### src/rtl/wall_game_sequencer.sv
// wall_game_sequencer: frame-level controller for the scrolling wall game.
// Derives a per-frame tick from the pixel counters, advances the scroll
// offsets and speed level, strobes the renderer's pattern LFSRs on every
// vertical wrap, and runs the hit / lives / game-over sequence and BCD score.
// Optional feature macro: HIGHSCORE_EN (best score retained across games).
module wall_game_sequencer #(
    parameter int H_LAST     = 1327,
    parameter int V_LAST     = 805,
    parameter int MAX_SPEED  = 5,
    parameter int LIVES      = 3,
    parameter int HIT_FRAMES = 60
) (
    input  logic        clk75MHz,
    input  logic        nReset,
    input  logic [10:0] PixX,
    input  logic [9:0]  PixY,
    input  logic        Start,
    input  logic        Kollision,
    output logic [9:0]  ScrollY,
    output logic [10:0] ScrollX,
    output logic [2:0]  Speed,
    output logic        PatternStep,
    output logic        Freeze,
    output logic [1:0]  Lives,
    output logic [15:0] Punkte,
    output logic        GameOver,
    output logic [15:0] HighScore
);

    typedef enum logic [1:0] {IDLE, RUN, HIT, OVER} stateT;

    stateT       stateReg, stateNext;
    logic        tickReg;
    logic        startPrevReg;
    logic        startEdge;
    logic        wrapReg;
    logic [7:0]  hitCntReg;
    logic [10:0] sumY;
    logic        carryY;
    logic [10:0] scrollXNext;
    logic        hitDone;
    logic [15:0] punkteInc;
    logic [3:0]  bcdCarry;

    assign startEdge   = Start & ~startPrevReg;
    assign sumY        = {1'b0, ScrollY} + {8'd0, Speed};
    assign carryY      = sumY[10];
    // Horizontal drift direction follows bit 8 of the vertical offset before update.
    assign scrollXNext = ScrollY[8] ? (ScrollX + {8'd0, Speed}) : (ScrollX - {8'd0, Speed});
    assign hitDone     = (stateReg == HIT) && tickReg && (hitCntReg == 8'(HIT_FRAMES - 1));

    // Ripple BCD incrementer: each digit rolls 9 -> 0 and carries into the next.
    assign bcdCarry[0] = 1'b1;
    for (genvar gi = 0; gi < 4; gi++) begin : gDigit
        logic [3:0] digit;
        assign digit = Punkte[4*gi +: 4];
        assign punkteInc[4*gi +: 4] = bcdCarry[gi] ? ((digit == 4'd9) ? 4'd0 : digit + 4'd1) : digit;
        if (gi < 3) begin : gCarry
            assign bcdCarry[gi+1] = bcdCarry[gi] && (digit == 4'd9);
        end
    end

    // Frame tick (cycle after the last pixel) and Start edge detector.
    always_ff @(posedge clk75MHz or negedge nReset) begin
        if (!nReset) begin
            tickReg      <= 1'b0;
            startPrevReg <= 1'b0;
        end else begin
            tickReg      <= (PixX == 11'(H_LAST)) && (PixY == 10'(V_LAST));
            startPrevReg <= Start;
        end
    end

    // FSM state register.
    always_ff @(posedge clk75MHz or negedge nReset) begin
        if (!nReset) begin
            stateReg <= IDLE;
        end else begin
            stateReg <= stateNext;
        end
    end

    // FSM next-state logic; a collision in RUN wins over everything else.
    always_comb begin
        stateNext = stateReg;
        case (stateReg)
            IDLE:    if (startEdge) stateNext = RUN;
            RUN:     if (Kollision) stateNext = HIT;
            HIT:     if (hitDone)   stateNext = (Lives == 2'd0) ? OVER : RUN;
            OVER:    if (startEdge) stateNext = RUN;
            default: stateNext = IDLE;
        endcase
    end

    // FSM outputs; PatternStep fires in the tick cycle whose vertical add wraps.
    always_comb begin
        Freeze      = (stateReg == HIT);
        GameOver    = (stateReg == OVER);
        PatternStep = (stateReg == RUN) && tickReg && !Kollision && carryY;
    end

    // Scroll offsets, speed, lives, score and HIT frame counter.
    always_ff @(posedge clk75MHz or negedge nReset) begin
        if (!nReset) begin
            ScrollY   <= 10'd0;
            ScrollX   <= 11'd0;
            Speed     <= 3'd1;
            Lives     <= 2'(LIVES);
            Punkte    <= 16'h0000;
            wrapReg   <= 1'b0;
            hitCntReg <= 8'd0;
        end else begin
            case (stateReg)
                IDLE, OVER: begin
                    if (startEdge) begin
                        ScrollY <= 10'd0;
                        ScrollX <= 11'd0;
                        Speed   <= 3'd1;
                        Lives   <= 2'(LIVES);
                        Punkte  <= 16'h0000;
                        wrapReg <= 1'b0;
                    end
                end
                RUN: begin
                    if (Kollision) begin
                        Lives     <= Lives - 2'd1;
                        hitCntReg <= 8'd0;
                    end else if (tickReg) begin
                        ScrollY <= sumY[9:0];
                        ScrollX <= scrollXNext;
                        if (Punkte != 16'h9999) begin
                            Punkte <= punkteInc;
                        end
                        if (carryY) begin
                            wrapReg <= ~wrapReg;
                            if (wrapReg && (Speed < 3'(MAX_SPEED))) begin
                                Speed <= Speed + 3'd1;
                            end
                        end
                    end
                end
                HIT: begin
                    if (tickReg) begin
                        if (hitDone) begin
                            if (Lives != 2'd0) begin
                                ScrollY <= 10'd0;
                                ScrollX <= 11'd0;
                                Speed   <= 3'd1;
                                wrapReg <= 1'b0;
                            end
                        end else begin
                            hitCntReg <= hitCntReg + 8'd1;
                        end
                    end
                end
                default: ;
            endcase
        end
    end

`ifdef HIGHSCORE_EN
    logic [15:0] highScoreReg;

    // Capture the final score on entry to OVER when it beats the stored best.
    always_ff @(posedge clk75MHz or negedge nReset) begin
        if (!nReset) begin
            highScoreReg <= 16'h0000;
        end else if ((stateReg != OVER) && (stateNext == OVER) && (Punkte > highScoreReg)) begin
            highScoreReg <= Punkte;
        end
    end

    assign HighScore = highScoreReg;
`else
    assign HighScore = 16'h0000;
`endif

endmodule
### config.mk
export PLATFORM = sky130hd
export DESIGN_NAME = wall_game_sequencer
export DESIGN_NICKNAME = d
export VERILOG_FILES = /design/src/rtl/wall_game_sequencer.sv
export SDC_FILE = /design/constraint.sdc
export NUM_CORES = 1
export LEC_CHECK = 0
export ABC_AREA = 0
export CORE_ASPECT_RATIO = 1.75
export CORE_MARGIN = 2
export CORE_UTILIZATION = 57
export CTS_BUF_LIST = sky130_fd_sc_hd__clkbuf_8
export DETAILED_ROUTE_END_ITERATION = 10
export GPL_ROUTABILITY_DRIVEN = 0
export GPL_TIMING_DRIVEN = 1
export PLACE_DENSITY = 0.95
export SLEW_MARGIN = 25
export SYNTH_ARGS = -nofsm -noshare
export SYNTH_HDL_FRONTEND = slang
export SYNTH_SLANG_ARGS = --single-unit
### constraint.sdc
create_clock -name clk75MHz -period 8 [get_ports clk75MHz]
set_input_delay 1.6 -clock clk75MHz [delete_from_list [all_inputs] [get_ports clk75MHz]]
set_output_delay 1.6 -clock clk75MHz [all_outputs]
set_load 0.005 [all_outputs]
Yosys cells after proc, flatten, opt, wreduce, memory -nomap -nowiden

Cells that the tools add are included.

Bits in registers: 55
Latch bits: 0
Memory bits (writable): 0
ROM bits: 0
Input bits: 25
Output and inout port bits: 61
Logic and storage cells: 134
Memories kept: 0

Add/sub/neg operators: 10
$mul: 0
Divide/modulo/power cells: 0
Order comparisons: 1
Equal/unequal tests: 25
Shifts and indexed selects: 0
Multiplexer cells: 56
Bitwise operators: 3
Reductions and logical operators: 26

Operator list:

| kind                   | number |
|---|---|
| $mux W11               | 7 |
| $mux W16               | 4 |
| $mux W10               | 6 |
| $pmux W11 S3           | 1 |
| $pmux W16 S2           | 1 |
| $pmux W10 S3           | 1 |
| $mux W4                | 7 |
| $mux W3                | 8 |
| $mux W8                | 3 |
| $reduce_and A6 Y1      | 4 |
| $add A4 B1 Y4 const B  | 4 |
| $eq A4 B4 Y1 const B   | 4 |
| $ne A16 B16 Y1 const B | 1 |
| $ne A2 B2 Y1 const B   | 8 |
| $pmux W8 S2            | 1 |
| $mux W2                | 6 |
| $ne A2 B1 Y1 const B   | 6 |
| $add A10 B3 Y11        | 1 |
| $add A11 B3 Y11        | 1 |
| $eq A11 B11 Y1 const B | 1 |
| $sub A11 B3 Y11        | 1 |
| $eq A10 B10 Y1 const B | 1 |
| $logic_and A1 B1 Y1    | 9 |
| $pmux W3 S3            | 1 |
| 22 further kinds       | 34 |

Logic depth before layout (Yosys ltp)

Depth in word-level cells: 8
Gate-level depth with buffers: 11
Gate-level depth less buffers: 11

Least setup slack after synthesis

Ideal clock, no wire load.

Kind: input -> output
From: input Kollision
To: output PatternStep
Data arrival time: 2.039 ns
Required time: 6.400 ns
Path slack: 4.361 ns
Stages on the path: 3
Path buffers: 1
Cells stage by stage: buf_6 > nor2b_1 > and3_1

Cells in the longest elaborated chain, start to end: 3

Ends and longest elaborated chain:

| element                          | RTL line | text |
|---|---|---|
| start, declared                  | 18       | `input logic Kollision,` |
| $logic_not A1 Y1                 | 99       | `PatternStep = (stateReg == RUN) && tickReg && !Kollision && carryY;` |
| $logic_and A1 B1 Y1 (2 in a row) | 99       |  |
| end, declared                    | 22       | `output logic PatternStep,` |

No other way between the ends.

Worst setup path after layout

Same ends and word-level chain as after synthesis.

==> results.md <==
- Slew Limit Fails: 0
- Worst-Margin Slew: slightly above 0.7 ns
- Clock Latency Late Sink: between 0.3 and 0.4 ns
- Int Pwr: between 800 and 900 uW
- Share of cells above drive strength 1: 0.0717
- # Max-Cap Violations: 0
- Design Area, Final: 4690 um^2
- Critical path peak fanout: 9
- Fill cells: 493
- Root buffer cell: clkbuf_8
- PostCTS Resize Cnt: 0
- Clk sink count: 55
- Worst slew margin: 0.521
- Gr ovfl total: 0
- Vias in the first global route: roughly 3500
- Top cells by count, synth: 53 x nand2_1, 52 x dfrtp_1, 30 x ha_1, 23 x nand3_1, 19 x o21ai_0
- Rows: 39
- Sw Share: 0.448
- Post-Syn Area per Cell: 9.20 um^2
- DRC: 0
- Distinct cells, synth: 67
- Period utilization: 0.587
- Startpoint types: input port
- Clock buffer depth: 2
- LEAKAGE: between 0.002 and 0.0025 uW
- Crit-path max cell delay: between 0.5 and 0.6 ns
- Worst path cell trace: clkdlybuf4s50_1, nor2b_1, and3_1, clkdlybuf4s50_1
- Final hold vios: 0
- Port bufs: 69
- Final WL: 8900 um
- Crit end category: output pin
- RSZ-0062 raised after global routing: false
- H-tree Lvls: 2
- Die Wd: approximately 66 um
- CP max stage cell: clkdlybuf4s50_1
- Hold bufs inserted after CTS: 0
- Initial antenna violation count: 0
- Detailed Routing Iterations Pass 1: 5
- Area leader, netlist: dfrtp_1
- Total GRT Usage: 0.248
- Post-DRT Antenna Nets: 0
- Final Setup Violations: 0
- Crit path top cell by count: clkdlybuf4s50_1
- Synth top area share: 0.335
- CTS tree: yes
- Setup TNS: 0 ns
- Post-synth EDFFs: 0
- Top-Level Pins: 86
- Placed cell area: roughly 4600 um^2
- Clock Power Share: 0.140
- Seq/Total Area, Yosys: 0.355
- Pwr Density: 311 nW/um^2
- Synth area leaders: dfrtp_1 34%, ha_1 9.7%, nand2_1 5.1%
- Total CTS buffers: 5
- Ys Warns: 0
- Hold Crit Class: register to register
- Top Family by Delay on Critical Path: buffers and inverters
- Fin crit period: approximately 4.7 ns
- Final nets: 544
- Layout area overhead: 20.8%
- Postcts setup bufs: 0
- Initial core utilization: 0.594
- Status: finished clean
- Area of the core: 6540 um^2
- Clock-pin slew on the worst setup and hold paths: around 0.10 ns
- Fmax: around 210 MHz
- Cell Area, Synth: slightly below 4000 um^2
- Via count: roughly 3500
- Share of power burned in combinational logic: 0.572
- Chip height: approximately 110 um
- First-pass GRT wire length: around 15000 um
- Worst Path Required: ~6.4 ns
- VDD IR max: between 0.0003 and 0.0004 V
- R2R depth: 10
- Hold Path Depth: 2
- Most frequent cell after synthesis: nand2_1
- Seq pwr share: 0.289
- Post-Synthesis Cells: between 400 and 500
- Pin count of the biggest net entering global routing: 56
- Die area: roughly 7500 um^2
- Inserted Diodes: 0
- Synth async-reset ratio: 1.00
- Register bit total from synthesis: between 50 and 60
- WP depth: 4
- Detailed Route Iter0 Violations: 201
- Crit path kind: input port to output pin
- Wire per inst: 15.6 um
- Switch Pwr: approximately 650 uW
- Skew final: around 0.0053 ns
- Final HPWL DP: ~6600 um
- Vias per cell: ~6.1
- Main synth FF type: dfrtp_1
- Bufs and invs on worst path: 2
- Worst EP arrival: a little over 3 ns
-- registers in the layout (all words and copies together), names as in the netlist --
signal and flops:
ScrollY 10, tickReg 1, wrapReg 1, Lives 2
hitCntReg 8, startPrevReg 1, Punkte 16, Speed 3
stateReg 2, ScrollX 11
-- per-stage QoR --
stage	utilization	std cells	hold WS, ns	setup slack (ns)	power [uW]
after floorplan	-	437	0.467	4.36	989
after global placement	0.699	562	0.481	3.36	1210
after detailed placement	0.699	562	0.497	3.33	1250
after CTS	0.717	570	0.523	3.32	1460
after global routing	0.717	570	0.556	3.22	1570
final	0.717	570	0.519	3.30	1460
-- power by group through the flow --
stage               sequential, uW  clock [uW]  combinational, uW
global placement               421           0                788
global route                   432         216                924
floorplan                      415           0                574
finish                         421         204                834
detailed placement             426           0                819
CTS                            421         208                828
-- kinds of logic after synthesis --
kind of cell / count (synthesis) / share of synthesized area
AND/OR/NAND/NOR: 159 / 0.221
other: 1 / 0.000966
AO/OA/AOI/OAI: 109 / 0.204
flip-flops: 55 / 0.355
buffers and inverters: 46 / 0.0632
XOR/XNOR: 13 / 0.0293
adder cells (fa/ha/maj): 32 / 0.107
multiplexers: 7 / 0.0190
-- layout make-up --
type,instances,area [um^2],share of cell area
clock buffer,6,82.6,0.0176
sequential,55,1380,0.294
clock inverter,2,38.8,0.00827
tap,82,103,0.0219
inverter,17,63.8,0.0136
timing repair buffer,72,708,0.151
multi-input combinational,336,2310,0.493
-- cell usage in the layout (no fill, tap or decap), drive strengths merged, types with 4 or more instances in the layout --
cell type and n:
nor3 5, nand3 23, conb 16, o31ai 13, clkbuf 6, a22o 7, nand4 11, clkdlybuf4s50 68
inv 18, or3 6, and3 9, ha 30, o21ai 33, a21oi 14, dfrtp 52, nor2 13
nand2b 9, buf 4, a21o 7, mux2i 4, xor2 10, nand2 53, o22ai 6, and2 4
or2 8
-- path summary, 6_finish.rpt --
kind,start,to,slack [ns]
max in group asynchronous,nReset,ScrollX[8],6.12
worst max-delay path,Kollision,PatternStep,3.30
worst min-delay path,ScrollY[0],ScrollY[0],0.52
min in group asynchronous,nReset,ScrollX[7],1.39
worst min register to register,ScrollY[0],ScrollY[0],0.52
worst max register to register,Speed[0],ScrollX[9],4.94
-- per-layer routing --
| layer | routed length (um) | vias to the layer above | part of all wire | track usage |
|---|---|---|---|---|
| met3 | 362 | 14 | 0.041 | 0.0348 |
| met4 | 163 | 0 | 0.018 | 0.0898 |
| met5 | 0 | - | 0 | 0 |
| met1 | 3300 | 1698 | 0.37 | 0.256 |
| li1 | - | 1640 | - | - |
| met2 | 5070 | 98 | 0.57 | 0.482 |
-- worst register-to-register path, delay by kind of cell (launching register included) --
family	cells	cell delay [ns]
AOI/OAI and AO/OA	4	1.06
xor gates and xnor gates	1	0.12
adders and majority gates	3	0.81
buffers and inverters	1	0.10
DFF	1	0.60
muxes	1	0.28
Power figures use the tool's default switching activity.
